<file path="config.mk">
export PLATFORM = sky130hd
export DESIGN_NAME = patch_fetch_flat
export DESIGN_NICKNAME = d
export VERILOG_FILES = /design/src/rtl/patch_fetch_pkg.sv /design/src/rtl/patch_fetch_if.sv /design/src/rtl/patch_fetch_rd_tag_pipe.sv /design/src/rtl/patch_fetch.sv /design/src/flat_wrapper.sv
export SDC_FILE = /design/constraint.sdc
export NUM_CORES = 1
export LEC_CHECK = 0
export ABC_CLOCK_PERIOD_IN_PS = 4200
export CORE_ASPECT_RATIO = 0.5
export CORE_UTILIZATION = 50
export DETAILED_ROUTE_END_ITERATION = 16
export PLACE_DENSITY = 0.77
export SKIP_LAST_GASP = 1
export SLEW_MARGIN = 20
export SYNTH_ARGS = -nofsm -noshare
export SYNTH_HDL_FRONTEND = slang
export SYNTH_SLANG_ARGS = --single-unit
</file>
<file path="constraint.sdc">
create_clock -name clk_i -period 4.2 [get_ports clk_i]
set_input_delay 0.63 -clock clk_i [delete_from_list [all_inputs] [get_ports clk_i]]
set_output_delay 0.63 -clock clk_i [all_outputs]
set_load 0.02 [all_outputs]
</file>
<file path="src/rtl/patch_fetch_pkg.sv">
// Shared constants, FSM encoding and tag format for the patch fetch path.
package patch_fetch_pkg;

   localparam int DW       = 8;    // pixel width
   localparam int AW       = 10;   // feature-map address width
   localparam int MAP_SIZE = 784;  // addresses at or above this are zero padding
   localparam int NPIX     = 9;    // 3x3 window

   typedef enum logic [1:0] {
      ST_IDLE  = 2'd0,
      ST_ISSUE = 2'd1,
      ST_DRAIN = 2'd2,
      ST_VALID = 2'd3
   } state_e;

   // One in-flight read: which window slot it fills and whether it is padding.
   typedef struct packed {
      logic       valid;
      logic       zero;
      logic [3:0] idx;
   } rd_tag_t;

   function automatic logic is_pad(input logic [AW-1:0] addr);
      return addr >= AW'(MAP_SIZE);
   endfunction

endpackage

</file>
<file path="src/rtl/patch_fetch_if.sv">
// Request, BRAM and window-output signals of the patch fetch block.
// Handshakes: start is a one-cycle pulse honoured only while busy=0;
// a window transfers on a clock edge where patch_valid and patch_ready are
// both high, and patch_valid/pix hold steady until that edge.
interface patch_fetch_if;
   import patch_fetch_pkg::*;

   logic          start;
   logic          load_full_patch;
   logic [AW-1:0] pixel_addr [NPIX];
   logic          busy;
   logic          mem_rd_en;
   logic [AW-1:0] mem_addr;
   logic [DW-1:0] mem_rdata;
   logic          patch_valid;
   logic          patch_ready;
   logic [DW-1:0] pix [NPIX];

   modport slave (
      input  start, load_full_patch, pixel_addr, mem_rdata, patch_ready,
      output busy, mem_rd_en, mem_addr, patch_valid, pix
   );

   modport master (
      output start, load_full_patch, pixel_addr, mem_rdata, patch_ready,
      input  busy, mem_rd_en, mem_addr, patch_valid, pix
   );

endinterface

</file>
<file path="src/rtl/patch_fetch_rd_tag_pipe.sv">
// Shift register that tracks each BRAM read (or zero-fill) until its data returns.
module patch_fetch_rd_tag_pipe
   import patch_fetch_pkg::*;
#(
   parameter int DEPTH = 1
) (
   input  logic    clk_i,
   input  logic    rst_ni,
   input  rd_tag_t tag_i,
   output rd_tag_t tag_o,
   output logic    pending_o  // entries remain behind the output stage
);

   rd_tag_t stage_q [DEPTH];

   // Advance every tag one stage per cycle; reset drops anything in flight.
   always_ff @(posedge clk_i or negedge rst_ni) begin
      if (!rst_ni) begin
         for (int i = 0; i < DEPTH; i++) stage_q[i] <= '0;
      end else begin
         stage_q[0] <= tag_i;
         for (int i = 1; i < DEPTH; i++) stage_q[i] <= stage_q[i-1];
      end
   end

   assign tag_o = stage_q[DEPTH-1];

   // The output stage retires this cycle, so only earlier stages keep the pipe busy.
   always_comb begin
      pending_o = 1'b0;
      for (int i = 0; i < DEPTH - 1; i++) pending_o = pending_o | stage_q[i].valid;
   end

endmodule

</file>
<file path="src/rtl/patch_fetch.sv">
// Fetches a 3x3 pixel window from the feature-map BRAM, reusing two columns
// on partial (column-shift) requests, and hands it to the MAC array.
module patch_fetch
   import patch_fetch_pkg::*;
#(
   parameter int RD_LAT = 1
) (
   input  logic          clk_i,
   input  logic          rst_ni,
   patch_fetch_if.slave  bus,
   output state_e        dbg_state_o,
   output logic          dbg_have_win_o
);

   state_e        state_q, state_d;
   logic [3:0]    cnt_q, cnt_d;
   logic          partial_q;
   logic          have_win_q;
   logic [AW-1:0] addr_q [NPIX];
   logic [DW-1:0] pix_q [NPIX];
   logic [AW-1:0] last_addr_q;

   logic [3:0]    list_idx;
   logic [3:0]    last_cnt;
   logic [AW-1:0] cur_addr;
   logic          cur_pad;
   logic          accept;
   logic          shift_win;
   rd_tag_t       tag_in, tag_out;
   logic          tag_pending;

   assign accept    = (state_q == ST_IDLE) && bus.start;
   // A partial request only reuses columns when a window already exists.
   assign shift_win = accept && !bus.load_full_patch && have_win_q;

   // Fetch list: all nine slots, or only the right column after a shift.
   always_comb begin
      list_idx = partial_q ? (4'd6 + cnt_q) : cnt_q;
      last_cnt = partial_q ? 4'd2 : 4'd8;
      cur_addr = addr_q[list_idx];
      cur_pad  = is_pad(cur_addr);
   end

   // Next-state logic and the combinational block outputs.
   always_comb begin
      state_d       = state_q;
      cnt_d         = cnt_q;
      tag_in        = '0;
      bus.mem_rd_en = 1'b0;
      case (state_q)
         ST_IDLE: begin
            if (bus.start) begin
               state_d = ST_ISSUE;
               cnt_d   = 4'd0;
            end
         end
         ST_ISSUE: begin
            // Padding takes the issue slot too, so latency never depends on it.
            bus.mem_rd_en = !cur_pad;
            tag_in.valid  = 1'b1;
            tag_in.zero   = cur_pad;
            tag_in.idx    = list_idx;
            cnt_d         = cnt_q + 4'd1;
            if (cnt_q == last_cnt) state_d = ST_DRAIN;
         end
         ST_DRAIN: begin
            if (!tag_pending) state_d = ST_VALID;
         end
         ST_VALID: begin
            if (bus.patch_ready) state_d = ST_IDLE;
         end
         default: state_d = ST_IDLE;
      endcase
      bus.mem_addr    = bus.mem_rd_en ? cur_addr : last_addr_q;
      bus.busy        = (state_q != ST_IDLE);
      bus.patch_valid = (state_q == ST_VALID);
      for (int i = 0; i < NPIX; i++) bus.pix[i] = pix_q[i];
   end

   assign dbg_state_o    = state_q;
   assign dbg_have_win_o = have_win_q;

   // FSM state and issue counter.
   always_ff @(posedge clk_i or negedge rst_ni) begin
      if (!rst_ni) begin
         state_q <= ST_IDLE;
         cnt_q   <= 4'd0;
      end else begin
         state_q <= state_d;
         cnt_q   <= cnt_d;
      end
   end

   // Latch the request on acceptance; any accepted request leaves a window behind.
   always_ff @(posedge clk_i or negedge rst_ni) begin
      if (!rst_ni) begin
         partial_q  <= 1'b0;
         have_win_q <= 1'b0;
         for (int i = 0; i < NPIX; i++) addr_q[i] <= '0;
      end else if (accept) begin
         partial_q  <= shift_win;
         have_win_q <= 1'b1;
         for (int i = 0; i < NPIX; i++) addr_q[i] <= bus.pixel_addr[i];
      end
   end

   // Hold the last real read address so padding slots do not toggle the bus.
   always_ff @(posedge clk_i or negedge rst_ni) begin
      if (!rst_ni)            last_addr_q <= '0;
      else if (bus.mem_rd_en) last_addr_q <= cur_addr;
   end

   // Window register: column shift on a partial accept, otherwise fill from returning reads.
   always_ff @(posedge clk_i or negedge rst_ni) begin
      if (!rst_ni) begin
         for (int i = 0; i < NPIX; i++) pix_q[i] <= '0;
      end else if (shift_win) begin
         for (int i = 0; i < 6; i++) pix_q[i] <= pix_q[i+3];
      end else if (tag_out.valid) begin
         pix_q[tag_out.idx] <= tag_out.zero ? '0 : bus.mem_rdata;
      end
   end

   patch_fetch_rd_tag_pipe #(.DEPTH(RD_LAT)) u_tag_pipe (
      .clk_i     (clk_i),
      .rst_ni    (rst_ni),
      .tag_i     (tag_in),
      .tag_o     (tag_out),
      .pending_o (tag_pending)
   );

endmodule
</file>
<file path="src/flat_wrapper.sv">
// flat-port wrapper written by rule: the top's interface ports become plain ports
module patch_fetch_flat import patch_fetch_pkg::*;
#(
   parameter int RD_LAT = 1
)
  (clk_i, rst_ni, dbg_state_o, dbg_have_win_o, bus_start, bus_load_full_patch, bus_pixel_addr, bus_mem_rdata, bus_patch_ready, bus_busy, bus_mem_rd_en, bus_mem_addr, bus_patch_valid, bus_pix);
  patch_fetch_if bus_i ();
  input  logic clk_i;
  input  logic rst_ni;
  output state_e dbg_state_o;
  output logic dbg_have_win_o;
  input wire logic [$bits(bus_i.start)-1:0] bus_start;
  input wire logic [$bits(bus_i.load_full_patch)-1:0] bus_load_full_patch;
  input wire logic [$bits(bus_i.pixel_addr)-1:0] bus_pixel_addr;
  input wire logic [$bits(bus_i.mem_rdata)-1:0] bus_mem_rdata;
  input wire logic [$bits(bus_i.patch_ready)-1:0] bus_patch_ready;
  output wire logic [$bits(bus_i.busy)-1:0] bus_busy;
  output wire logic [$bits(bus_i.mem_rd_en)-1:0] bus_mem_rd_en;
  output wire logic [$bits(bus_i.mem_addr)-1:0] bus_mem_addr;
  output wire logic [$bits(bus_i.patch_valid)-1:0] bus_patch_valid;
  output wire logic [$bits(bus_i.pix)-1:0] bus_pix;
  assign bus_i.start = bus_start;
  assign bus_i.load_full_patch = bus_load_full_patch;
  assign bus_i.pixel_addr = {>>{bus_pixel_addr}};
  assign bus_i.mem_rdata = bus_mem_rdata;
  assign bus_i.patch_ready = bus_patch_ready;
  assign bus_busy = bus_i.busy;
  assign bus_mem_rd_en = bus_i.mem_rd_en;
  assign bus_mem_addr = bus_i.mem_addr;
  assign bus_patch_valid = bus_i.patch_valid;
  assign bus_pix = {>>{bus_i.pix}};
  patch_fetch #(.RD_LAT(RD_LAT)) u_core (.clk_i(clk_i), .rst_ni(rst_ni), .bus(bus_i), .dbg_state_o(dbg_state_o), .dbg_have_win_o(dbg_have_win_o));
endmodule
</file>
# Yosys cells after proc, flatten, opt, wreduce, memory -nomap -nowiden
# Index checks and enable logic that the tools add are counted.
[word_totals] regBits=186 in_bits=103 out_inout_bits=88 wordCells=75
[op_classes] addsub=2 magnitude_cmp=4 eq_ne=7 muxes=20 bitwise_logic=3 reduce_logical=13
[op_table] op="$bwmux 72" n=1
[op_table] op="$mux 72" n=1
[op_table] op="$mux 48" n=1
[op_table] op="$bmux 10 s4" n=1
[op_table] op="$demux 8 s4" n=1
[op_table] op="$mux 10" n=3
[op_table] op="$mux 8" n=2
[op_table] op="$mux 4" n=3
[op_table] op="$ge 10x10->1 const B" n=1
[op_table] op="$ge 5x5->1 const B" n=2
[op_table] op="$not 4->5" n=2
[op_table] op="$pmux 2 s4" n=1
[op_table] op="$pmux 4 s2" n=1
[op_table] op="$mux 2" n=3
[op_table] op="$mux 6" n=1
[op_table] op="$reduce_bool 2->1" n=3
[op_table] op="$lt 5x1->1 const B" n=1
[op_table] op="$add 3x4->4 const A" n=1
[op_table] op="$add 4x1->4 const B" n=1
[op_table] op="$eq 2x2->1 const B" n=2
[op_table] op="$eq 4x4->1" n=1
[op_table] op="$logic_and 1x1->1" n=4
[op_table] op="$ne 2x2->1 const B" n=2
[op_table] op="$reduce_and 2->1" n=2
[op_table] op="7 further kinds" n=8

# Longest topological paths before layout
# Gate-level depths: netlist (run 1).
[depth] ltp_word=10 mapped_depth=13 ltp_nobuf=10

# Cells and area by module
# From an unflattened synthesis (run 1), not the netlist that was laid out.
[hier_totals] hier_cells=683 area_unflattened_um2=8585.7
[by_module_without_submodules] module="patch_fetch" instances=1 cells_each=675 area_each_um2=8424.3 seq_area_each_um2=4504.3
[by_module_without_submodules] module="patch_fetch_rd_tag_pipe" instances=1 cells_each=8 area_each_um2=161.4 seq_area_each_um2=150.1

# Worst setup path after synthesis (run 1)
# Ideal clock, no wire load.
[synth_path] path_kind="register -> output" startpoint="reg u_core.cnt_q[1]" endpoint="out bus_mem_addr[8]" arrival_ns=2.767 t_required_ns=3.570 path_slack_ns=0.803 path_stages_with_launch=13 n_path_buf=2 path_cell_list="dfrtp_1 buf_6 inv_1 ha_1 and2_1 nor2_2 mux4_1 mux2i_1 o21ai_1 nor4_2 o21ai_2 buf_6 a22oi_1"
[synth_between] elab_chain_len=10
[synth_rtl] item="start, declared" line="patch_fetch.sv:16" text="logic [3:0] cnt_q, cnt_d;"
[synth_rtl] item="start signal, assigned" line="patch_fetch.sv:90" text="cnt_q <= cnt_d;"
[synth_rtl] item="$add 3x4->4" line="patch_fetch.sv:38" text="list_idx = partial_q ? (4'd6 + cnt_q) : cnt_q;"
[synth_rtl] item="$mux 4 (*)" line="patch_fetch.sv:38"
[synth_rtl] item="$not 4->5 (not written as such) (*)" line="patch_fetch.sv:40" text="cur_addr = addr_q[list_idx];"
[synth_rtl] item="$bmux 10 s4 (*)" line="patch_fetch.sv:40"
[synth_rtl] item="$mux 10 (not written as such) (*) (2 in series)" line="patch_fetch.sv:40"
[synth_rtl] item="$ge 10x10->1" line="patch_fetch_pkg.sv:24" text="return addr >= AW'(MAP_SIZE);"
[synth_rtl] item="$logic_not 1->1" line="patch_fetch.sv:59" text="bus.mem_rd_en = !cur_pad;"
[synth_rtl] item="$mux 1" line="patch_fetch.sv:50" text="case (state_q)"
[synth_rtl] item="$mux 10 (*)" line="patch_fetch.sv:74" text="bus.mem_addr = bus.mem_rd_en ? cur_addr : last_addr_q;"
[synth_rtl] item="end, declared" line="flat_wrapper.sv:19" text="output wire logic [$bits(bus_i.mem_addr)-1:0] bus_mem_addr;"
# Mark *: on every way between the ends. The rest lies on a longest branch, timed or not. The select of a mux whose other input is x is not followed.

# Worst setup path in the final report (run 1)
[layout_path] startpoint="reg u_core.cnt_q[2]" endpoint="out bus_mem_addr[7]"
# Same word-level chain as after synthesis.

==> results of run 1 <==
[how the worst max path moves through the flow]
stage,to,depth (start not counted)
after floorplan,bus_mem_addr[8],12
after global placement,bus_mem_addr[6],12
after detailed placement,bus_mem_addr[8],13
after CTS,bus_mem_addr[6],12
after global routing,bus_mem_addr[0],13
final,bus_mem_addr[7],12
[cell type report]
cell class                      count  area [µm²]  share of cell area [%]
Clock buffer                       19       452.9                   4.072
Clock inverter                     13       132.6                   1.192
Tap cell                          221       276.5                   2.486
Timing Repair Buffer              214        2064                   18.56
Sequential cell                   186        4654                   41.85
Inverter                           11       41.29                  0.3712
Multi-Input combinational cell    460        3500                   31.47
[per-layer routing]
layer	routed length, µm	part of all wire (%)	vias up	track usage [%]
met5	10	0.047	-	0
met3	1334	6.3	22	5.724
met4	227	1.1	2	5.903
met2	10310	49	239	43.40
li1	-	-	2847	-
met1	9262	44	3092	34.60
[sequential cells by signal (all words and copies together) (netlist names)]
name                     flops
u_core.u_tag_pipe.tag_o      6
u_core.cnt_q                 4
u_core.last_addr_q          10
u_core.addr_q               90
u_core.dbg_have_win_o        1
u_core.partial_q             1
u_core.bus.pix              72
u_core.dbg_state_o           2
[where the power goes]
group          switching (mW)  internal (mW)  total, mW
Sequential              0.549           2.60       3.15
Clock                   0.757          0.818       1.58
Combinational            2.18           2.08       4.27
Total                    3.49           5.50       8.99
[Yosys cell counts (3+ instances only)]
library cell,instances
o21ai_0,61
nand2b_1,12
a22oi_1,11
ha_1,8
nand3_1,6
a21oi_1,44
nor3_1,6
nor2_1,33
mux2_2,107
a32oi_1,3
mux4_1,3
nand4_1,6
a221o_1,3
and2_1,3
clkbuf_1,28
mux4_2,11
mux2i_1,14
dfrtp_1,186
nor2b_1,9
inv_1,11
mux2_4,6
nand2_1,89
buf_2,5
[stage by stage]
step	setup WS (ps)	TNS, ps	cells	hold slack [ps]
after floorplan	803.1	0	696	334.4
after global placement	249.4	0	1087	462.9
after detailed placement	135.1	0	1087	470.3
after CTS	2.940	0	1120	350.5
after global routing	-28.64	-50.78	1124	359.9
final	140.3	0	1124	283.1
[logic make-up after synthesis]
logic type                 Yosys count  share of synthesized area [%]
xor gates and xnor gates             3                         0.5412
muxes                              141                          21.16
DFF                                186                          55.91
AOI/OAI and AO/OA                  134                          9.184
and+or+nand+nor                    174                          9.394
adders and majority gates            8                          1.203
buffers and inverters               50                          2.600
[worst max-delay path, cell delays in order, from the launching register on]
cell and delay [ps]:
dfrtp_1 380, inv_1 90, ha_1 250, and2_2 250
nor2_4 180, mux4_1 300, mux2i_1 240, o21ai_1 140
nor4_2 270, o21ai_2 150, buf_4 190, a32o_1 240
dlygate4sd2_1 330
[timing repair]
action                                  4_1_cts  5_1_grt
pin swaps                                     1        4
gates resized for setup                      12       22
setup buffers                                 1        4
endpoints found under the setup margin       11        9
==> results.txt, run 1 <==
----------------------------------------------------
[Run status]
  Outcome ... finished, final reports clean

[Worst setup path]
  Number of cell instances on the worst register-to-register path ... 11
  CP Capture Type ... primary output
  R2r startpoint ... u_core.cnt_q[2]
  Register-to-register setup slack ... 1350 ps
  Reg2Reg Capture Point ... u_core.last_addr_q[6]
  CP Launch Type ... flip-flop
  CP arrival ... 3430 ps
  Maximum fanout encountered on the critical timing path ... 6
  Worst setup path startpoint ... u_core.cnt_q[2]
  Setup CP Type ... reg -> out
  Worst EP required ... 3570 ps

[Floorplan]
  Initial standard-cell utilization of the core ... a little over half
  Die span in y ... slightly above 90 µm
  Core area ... roughly 0.016 mm²
  Placement row count ... 32
  Number of I/O pins ... between 150 and 200
  Horiz. Die Dim ... 184.5 µm
  Die outline area ... 0.01720 mm²

[Detailed routing]
  Wire per inst ... 18.81 µm
  Routed wire length ... between 20000 and 25000 µm
  Drt initial violations ... 372
  DRT Pass-1 Iters ... 5
  Detailed-route via count ... 6202
  Residual DRC ... 0
  Routed vias/inst ... approximately 5.5
  Post-route antenna net violation count ... 0

[Clock tree]
  Root buffer cell ... clkbuf_16
  Clock input transition at the sequential cells of the worst setup and hold paths ... 80 ps
  Clock latency reported for the late side of the worst-skew pair ... roughly 430 ps
  Longest Clk Path Bufs ... 2
  Number of sinks driven by the clock tree ... around 190
  Hold_buf cts ... 0
  CTS tree ... built
  Maximum level of the CTS H-tree ... 4
  Clock buffers created by TritonCTS ... 17

[Final layout]
  Filler Cell Count ... between 1000 and 1500
  Area growth, synth to finish ... 33.61%
  Commonest cells after routing, fill and taps aside ... 186 x dfrtp_1, 178 x clkdlybuf4s50_1, 107 x mux2_2, 88 x nand2_1, 61 x o21ai_0
  Fraction of final layout cells with drive strength greater than 1 ... approximately 23%
  Most common cell after layout, fill and taps aside ... dfrtp_1
  Post-route cell area ... between 0.01 and 0.015 mm²
  Post-layout util ... 70.32%
  Diodes inserted ... 0
  Nets@finish ... 1001

[GRT]
  Global-route wire length before repair ... ~34000 µm
  Congestion Overflow GR ... 0
  Pin count of the biggest net entering global routing ... 112
  Number of global-route vias before repair ... between 6000 and 7000
  Overall global routing resource usage ... 25.90%
  Antenna violations before repair ... 1

[Yosys]
  Largest area contributor in the netlist ... dfrtp_1
  Nets in the synthesized netlist ... roughly 810
  Number of flops mapped to enable cells by yosys ... 0
  Post-synthesis cell type count ... between 40 and 50
  Synthesized cell area ... 0.008324 mm²
  Syn_area_per_cell ... roughly 12 µm²
  Register bit count reported by yosys ... around 190
  Top FF cell, synth ... dfrtp_1
  YS warnings ... 0
  Sequential fraction of the synthesis area ... between 50% and 60%
  Number of standard cells after synthesis ... slightly below 700
  Largest cells by area after synthesis ... dfrtp_1 56%, mux2_2 14%, nand2_1 4.0%, o21ai_0 3.7%, mux4_2 3.0%
  Proportion of register bits with asynchronous set or reset after synthesis ... 100.0%
  Portion of synthesized cell area occupied by the leading cell type ... ~56%

[STA]
  Number of hold violations in the final report ... 0
  Maximum clock rate ... about 250 MHz
  Unrepaired setup endpoints after global routing ... true
  Worst clock skew ... about 13 ps
  Minimum clock period after layout ... between 4000 and 5000 ps
  Slew headroom ... 33.76%
  Endpoints failing setup ... 0
  Share of the cycle needed by the critical path after routing ... between 90% and 100%
  Worst Max-Slew Pin Slew ... 990.0 ps
  Max-slew violation count ... 0

[Place]
  Count of buffers from port buffering ... 190
  HPWL Detailed ... 15300 µm
  RePlAce Congestion ... roughly 0.9
  Cell Area, Placed ... ~0.010 mm²

[Run]
  Max-cap violations ... 0

[Power and ir drop]
  Power per cell area ... just over 800 mW/mm²
  Leak Pwr ... 4.793 nW
  Worst VDD drop ... between 0.3 and 0.4 mV
  Total power of the final layout ... between 8 and 9 mW

[Hold path]
  Type of the most critical hold path ... in -> async

----------------------------------------------------
Note: power is estimated with default switching activity, not from simulation.
==> inputs of run 2 (changes only) <==
ABC_CLOCK_PERIOD_IN_PS = not set   (was 4200)
TNS_END_PERCENT = 5   (was not set)
==> results.txt, run 2 (same netlist as run 1, synthesis figures left out) <==
----------------------------------------------------
[Worst setup path]
  WP buf/inv ... 4 (+1)
  Slowest CP cell ... clkdlybuf4s50_1
  Register-to-register setup slack ... 1270 ps (-80 ps)
  Setup CP Type ... reg -> out
  CP Launch Type ... flip-flop
  R2r startpoint ... u_core.cnt_q[2]
  Maximum fanout encountered on the critical timing path ... 9 (+3)
  Number of cell instances on the worst register-to-register path ... 12 (+1)
  Reg2Reg Capture Point ... u_core.last_addr_q[6]
  CP arrival ... 3690 ps (+260 ps)
  Family of cells with the greatest summed delay on the critical path ... buffers and inverters
  CP Capture Type ... primary output
  Crit path cell chain ... inv_1 -> ha_1 -> and2_1 -> nor2_4 -> buf_6 -> nand4_1 -> a31oi_1 -> a31oi_1 -> nor4_2 -> o21ai_2 -> buf_4 -> a32o_1 -> clkdlybuf4s50_1
  Most frequent cell on the critical path ... a31oi_1
  Worst EP required ... 3570 ps (about the same)
  Critical path's largest stage delay ... 550 ps (+170 ps)

[Detailed routing]
  Uppermost signal routing layer after detailed routing ... met5
  Met3 WL post-DR ... 1256 µm (-5.8%)
  Detailed-route via count ... 6134 (-1.1%)
  DRT Pass-1 Iters ... 5 (unchanged)
  Residual DRC ... 0 (unchanged)
  Metal2 WL ... 10250 µm (-0.54%)
  Routed wire length ... 21000 µm (-0.67%)
  Met1 routed wirelength after detailed routing ... 9254 µm (about the same)
  Routed vias/inst ... 5.477 (-0.74%)
  Post-route antenna net violation count ... 0 (unchanged)
  Drt initial violations ... 318 (-15%)
  Wire per inst ... 18.75 µm (-0.31%)

[Place]
  Cells after DPL ... 1087 (unchanged)
  Post-placement setup slack ... 135.1 ps (unchanged)
  Cell Area, Placed ... 0.01049 mm² (unchanged)
  Count of buffers from port buffering ... 190 (unchanged)
  RePlAce Congestion ... 0.9146 (unchanged)
  HPWL Detailed ... 15300 µm (unchanged)

[Final layout]
  Layout Cells excl Fill ... 1120 (-0.36%)
  Most common cell after layout, fill and taps aside ... dfrtp_1
  Post-route cell area ... 0.01112 mm² (about the same)
  Nets@finish ... 997 (-0.40%)
  Largest Register ... u_core.addr_q
  Fraction of final layout cells with drive strength greater than 1 ... 21.13% (-1.6 points)
  Commonest cells after routing, fill and taps aside ... 186 x dfrtp_1, 181 x clkdlybuf4s50_1, 107 x mux2_2, 88 x nand2_1, 61 x o21ai_0
  Area growth, synth to finish ... 33.58% (about the same)
  Diodes inserted ... 0 (unchanged)
  Post-layout util ... 70.31% (about the same)
  Largest register FFs ... 90 (unchanged)

[Hold path]
  Type of the most critical hold path ... in -> async

[Run]
  Max-cap violations ... 0 (unchanged)

[STA]
  Number of hold violations in the final report ... 0 (unchanged)
  Worst clock skew ... 14.78 ps (+2.232 ps)
  TNS Setup ... -132.7 ps (-132.7 ps)
  Endpoints failing setup ... 3 (+3)
  Unrepaired setup endpoints after global routing ... true
  Max-slew violation count ... 0 (unchanged)
  Post-layout worst setup margin ... -118.9 ps (-259.1 ps)
  Minimum clock period after layout ... 4319 ps (+259.1 ps)
  Minimum hold slack ... 306.5 ps (+23.34 ps)
  Slew headroom ... 33.23% (-0.53 points)
  Share of the cycle needed by the critical path after routing ... 102.8% (+6.2 points)
  Maximum clock rate ... 231.5 MHz (-6.0%)
  Worst Max-Slew Pin Slew ... 997.9 ps (+7.892 ps)

[Floorplan]
  Initial standard-cell utilization of the core ... 52.63% (unchanged)
  Horiz. Die Dim ... 184.5 µm (unchanged)
  Core area ... 0.01582 mm² (unchanged)
  Die outline area ... 0.01720 mm² (unchanged)
  Number of I/O pins ... 191 (unchanged)
  Die span in y ... 93.24 µm (unchanged)
  Placement row count ... 32 (unchanged)

[Power and ir drop]
  Total power of the final layout ... 8.970 mW (-0.24%)
  Worst VDD drop ... 0.3330 mV (-1.5%)
  Leak Pwr ... 4.818 nW (+0.52%)
  Power per cell area ... 806.7 mW/mm² (-0.22%)

[GRT]
  Overall global routing resource usage ... 25.91% (about the same)
  Pin count of the biggest net entering global routing ... 112 (unchanged)
  Number of global-route vias before repair ... 6174 (+0.13%)
  Antenna violations before repair ... 1 (unchanged)
  Congestion Overflow GR ... 0 (unchanged)
  Global-route wire length before repair ... 33670 µm (about the same)

[Clock tree]
  Clock input transition at the sequential cells of the worst setup and hold paths ... 80 ps (about the same)
  Maximum level of the CTS H-tree ... 4 (unchanged)
  CTS tree ... built
  Longest Clk Path Bufs ... 2 (unchanged)
  Clock buffers created by TritonCTS ... 17 (unchanged)
  Number of sinks driven by the clock tree ... 186 (unchanged)
  Clock latency reported for the late side of the worst-skew pair ... 430 ps (about the same)
  Root buffer cell ... clkbuf_16

[Run status]
  Outcome ... finished, violations left
  Violated checks ... negative setup slack

----------------------------------------------------
[run 2: cell types whose count changed in the layout (fill, tap and decap cells not counted), moves of 2 or more]
cell	delta
clkbuf_2	-7
dlymetal6s2s_1	+7
clkdlybuf4s50_1	+3
dlygate4sd2_1	-3
buf_4	-2
[run 2: cell type report]
| class | instances | area [µm²] |
|---|---|---|
| Clock buffer | 19 | 452.9 |
| Clock inverter | 13 | 132.6 |
| Fill cell | 1144 | 4696 |
| Inverter | 11 | 41.29 |
| Multi-Input combinational cell | 460 | 3482 |
| Sequential cell | 186 | 4654 |
| Tap cell | 221 | 276.5 |
| Timing Repair Buffer | 210 | 2079 |
[run 2: how the worst max path moves through the flow]
stage / from / endpoint / depth (start not counted)
3_5_place_dp: u_core.cnt_q[2] / bus_mem_addr[8] / 13
5_1_grt: u_core.cnt_q[2] / bus_mem_addr[7] / 13
3_3_place_gp: u_core.cnt_q[2] / bus_mem_addr[6] / 12
2_1_floorplan: u_core.cnt_q[1] / bus_mem_addr[8] / 12
6_report: u_core.cnt_q[2] / bus_mem_addr[7] / 13
4_1_cts: u_core.cnt_q[2] / bus_mem_addr[3] / 12
[run 2: power by group]
| group | switching [mW] | internal (mW) | total, mW |
|---|---|---|---|
| logic | 2.16 | 2.10 | 4.26 |
| registers | 0.541 | 2.60 | 3.14 |
| clock network | 0.757 | 0.818 | 1.58 |
| total | 3.45 | 5.52 | 8.97 |
[run 2: layer usage]
| layer | GRT usage [%] | up-vias |
|---|---|---|
| li1 | - | 2834 |
| met1 | 34.58 | 3063 |
| met2 | 43.46 | 214 |
| met3 | 5.724 | 21 |
| met4 | 5.903 | 2 |
| met5 | 0 | - |
[run 2: repair_timing]
item | 4_1_cts | 5_1_grt
gates cloned | 0 | 0
setup endpoints to repair | 11 | 11
resized for setup | 2 | 8
pin swaps | 1 | 1
hold buffers | 0 | 0
setup buffers | 1 | 0
==> inputs of run 3 (changes only) <==
PLACE_DENSITY = 0.8   (was 0.77)
==> results.txt, run 3 (same netlist as run 1, synthesis figures left out) <==
----------------------------------------------------
[Run status]
  Outcome ... finished, violations left
  Violated checks ... negative setup slack

[Clock tree]
  Maximum level of the CTS H-tree ... 4 (unchanged)
  Clock input transition at the sequential cells of the worst setup and hold paths ... 70 ps (about the same)
  Root buffer cell ... clkbuf_16
  Clock buffers created by TritonCTS ... 17 (unchanged)
  Clock latency reported for the late side of the worst-skew pair ... 420 ps (about the same)
  CTS tree ... built
  Number of sinks driven by the clock tree ... 186 (unchanged)
  Longest Clk Path Bufs ... 2 (unchanged)

[Floorplan]
  Horiz. Die Dim ... 184.5 µm (unchanged)
  Die outline area ... 0.01720 mm² (unchanged)
  Number of I/O pins ... 191 (unchanged)
  Placement row count ... 32 (unchanged)
  Die span in y ... 93.24 µm (unchanged)
  Core area ... 0.01582 mm² (unchanged)
  Initial standard-cell utilization of the core ... 52.63% (unchanged)

[Final layout]
  Filler Cell Count ... 1103 (-3.6%)
  Most common cell after layout, fill and taps aside ... dfrtp_1
  Post-route cell area ... 0.01114 mm² (+0.18%)
  Commonest cells after routing, fill and taps aside ... 186 x dfrtp_1, 182 x clkdlybuf4s50_1, 107 x mux2_2, 88 x nand2_1, 61 x o21ai_0
  Area growth, synth to finish ... 33.82%
  Largest register FFs ... 90 (unchanged)
  Nets@finish ... 999 (+0.20%)
  Sequential Area ... 0.004654 mm² (unchanged)
  Area of combinational cells with multiple inputs ... 0.003502 mm² (+0.57%)
  Diodes inserted ... 0 (unchanged)
  Largest Register ... u_core.addr_q
  Fraction of final layout cells with drive strength greater than 1 ... 21.11% (-0.023 points)
  Layout Cells excl Fill ... 1121 (+0.089%)

[Worst setup path]
  Critical path's largest stage delay ... 530 ps (-20 ps)
  Number of cell instances on the worst register-to-register path ... 12 (unchanged)
  WP buf/inv ... 3 (-1)
  CP Launch Type ... flip-flop
  Worst setup path startpoint ... u_core.cnt_q[2]
  Reg2Reg Capture Point ... u_core.last_addr_q[5]
  CP Capture Type ... primary output
  Crit path cell chain ... inv_1 -> ha_1 -> and2_1 -> or2_2 -> nand4_1 -> nand3_1 -> a21oi_1 -> nor4_2 -> buf_4 -> o21ai_4 -> mux2_4 -> clkdlybuf4s50_1
  Crit path to ... bus_mem_addr[1]
  Family of cells with the greatest summed delay on the critical path ... simple AND/OR/NAND/NOR gates
  Register-to-register setup slack ... 1180 ps (-90 ps)
  Number of cells on the critical path ... 12 (-1)
  R2r startpoint ... u_core.cnt_q[2]
  CP arrival ... 3770 ps (+80 ps)
  Worst EP required ... 3570 ps (about the same)
  Slowest CP cell ... clkdlybuf4s50_1
  Maximum fanout encountered on the critical timing path ... 6 (-3)
  Setup CP Type ... reg -> out

[Detailed routing]
  Post-route antenna net violation count ... 0 (unchanged)
  DRT Pass-1 Iters ... 5 (unchanged)
  Residual DRC ... 0 (unchanged)
  Routed vias/inst ... 5.556 (+1.4%)
  Routed wire length ... 21310 µm (+1.5%)
  Wire per inst ... 19.01 µm (+1.4%)
  Drt initial violations ... 390 (+23%)
  Detailed-route via count ... 6228 (+1.5%)

[Power and ir drop]
  Int Power ... 5.574 mW (+1.1%)
  Leak Pwr ... 4.777 nW (-0.85%)
  Worst VDD drop ... 0.4018 mV (+21%)
  Net Sw Frac ... 38.82% (+0.31 points)
  Logic pwr share ... 48.0% (+0.5 points)
  Power share of the sequential group ... 34.5% (-0.5 points)
  Clk network pwr share ... 17.5% (about the same)
  Reported net switching power ... 3.536 mW (+2.4%)
  Power per cell area ... 817.9 mW/mm² (+1.4%)

[STA]
  Maximum clock rate ... 227.1 MHz (-1.9%)
  Worst clock skew ... 8.919 ps (-5.857 ps)
  Share of the cycle needed by the critical path after routing ... 104.8% (+2.0 points)
  Endpoints failing setup ... 10 (+7)
  Slew headroom ... 32.11% (-1.1 points)
  Minimum hold slack ... 299.7 ps (-6.770 ps)
  Worst Max-Slew Pin Slew ... 1018 ps (+20.50 ps)
  Unrepaired setup endpoints after global routing ... true
  Max-slew violation count ... 0 (unchanged)
  Number of hold violations in the final report ... 0 (unchanged)
  Post-layout worst setup margin ... -203.3 ps (-84.39 ps)
  Minimum clock period after layout ... 4403 ps (+84.39 ps)

[Place]
  Cells after DPL ... 1085 (-0.18%)
  HPWL Detailed ... 15420 µm (+0.80%)
  RePlAce Congestion ... 0.8846 (-3.3%)
  Post-placement setup slack ... -7.214 ps (-142.3 ps)
  Count of buffers from port buffering ... 190 (unchanged)
  Cell Area, Placed ... 0.01048 mm² (about the same)

[Run]
  Max-cap violations ... 0 (unchanged)

[Hold path]
  Type of the most critical hold path ... in -> async

[GRT]
  Congestion Overflow GR ... 0 (unchanged)
  Number of global-route vias before repair ... 6341 (+2.7%)
  Global-route wire length before repair ... 33590 µm (-0.23%)
  Pin count of the biggest net entering global routing ... 100 (-11%)
  Antenna violations before repair ... 0 (-1)
  Overall global routing resource usage ... 25.95% (+0.039 points)

----------------------------------------------------
==> run 3: final cells by class <==
cell class	count	share of cell area, %
clock buffers	17	3.819
clock inverters	14	1.393
inverters	11	0.3707
multi-input cells	461	31.44
flip-flops and latches	186	41.78
well taps	221	2.482
repair buffers	211	18.71
==> run 3: through the flow <==
stage	utilization [%]	power [mW]	TNS (ps)
floorplan	-	5.722	0
global placement	66.27	7.219	0
detailed placement	66.27	7.390	-18.95
CTS	70.37	9.118	-641.8
global route	70.44	9.607	-2499
finish	70.44	9.111	-984.8
==> run 3: power by group through the flow <==
stage | Combinational [mW] | Clock [mW] | Sequential [mW]
finish | 4.37 | 1.59 | 3.15
global route | 4.68 | 1.69 | 3.23
CTS | 4.36 | 1.62 | 3.14
detailed placement | 4.22 | 0 | 3.17
global placement | 4.10 | 0 | 3.12
floorplan | 2.44 | 0 | 3.28
==> run 3: worst min-delay path by stage <==
stage / end / depth (start not counted) / from / slack [ps]
CTS: u_core.bus.pix[53] / 1 / rst_ni / 340
detailed placement: u_core.bus.pix[51] / 2 / u_core.bus.pix[51] / 470
global placement: u_core.bus.pix[59] / 2 / u_core.bus.pix[59] / 460
global route: u_core.bus.pix[53] / 1 / rst_ni / 370
floorplan: u_core.addr_q[0] / 0 / rst_ni / 330
finish: u_core.bus.pix[53] / 1 / rst_ni / 300
==> run 3: repair_timing <==
item / 4_1_cts / 5_1_grt
gates cloned: 1 / 0
setup buffers: 4 / 0
hold buffers: 0 / 0
setup endpoints to repair: 11 / 11
gates resized for setup: 10 / 1
pin swaps: 2 / 0
==> run 3: per-layer routing <==
metal | GRT usage, % | up-vias | routed length, µm
li1 | - | 2846 | -
met1 | 33.94 | 3151 | 9228
met2 | 44.09 | 203 | 10480
met3 | 3.738 | 28 | 1142
met4 | 10.14 | 0 | 465
met5 | 0 | - | 0
==> run 3: worst reg2reg max path: cells and delay by family (launching register included) <==
kind	cells	cell delay, ps
mux	3	900
simple gates	3	600
buf+inv	3	460
compound gates	2	220
flops	1	420
fa+ha+maj	1	300
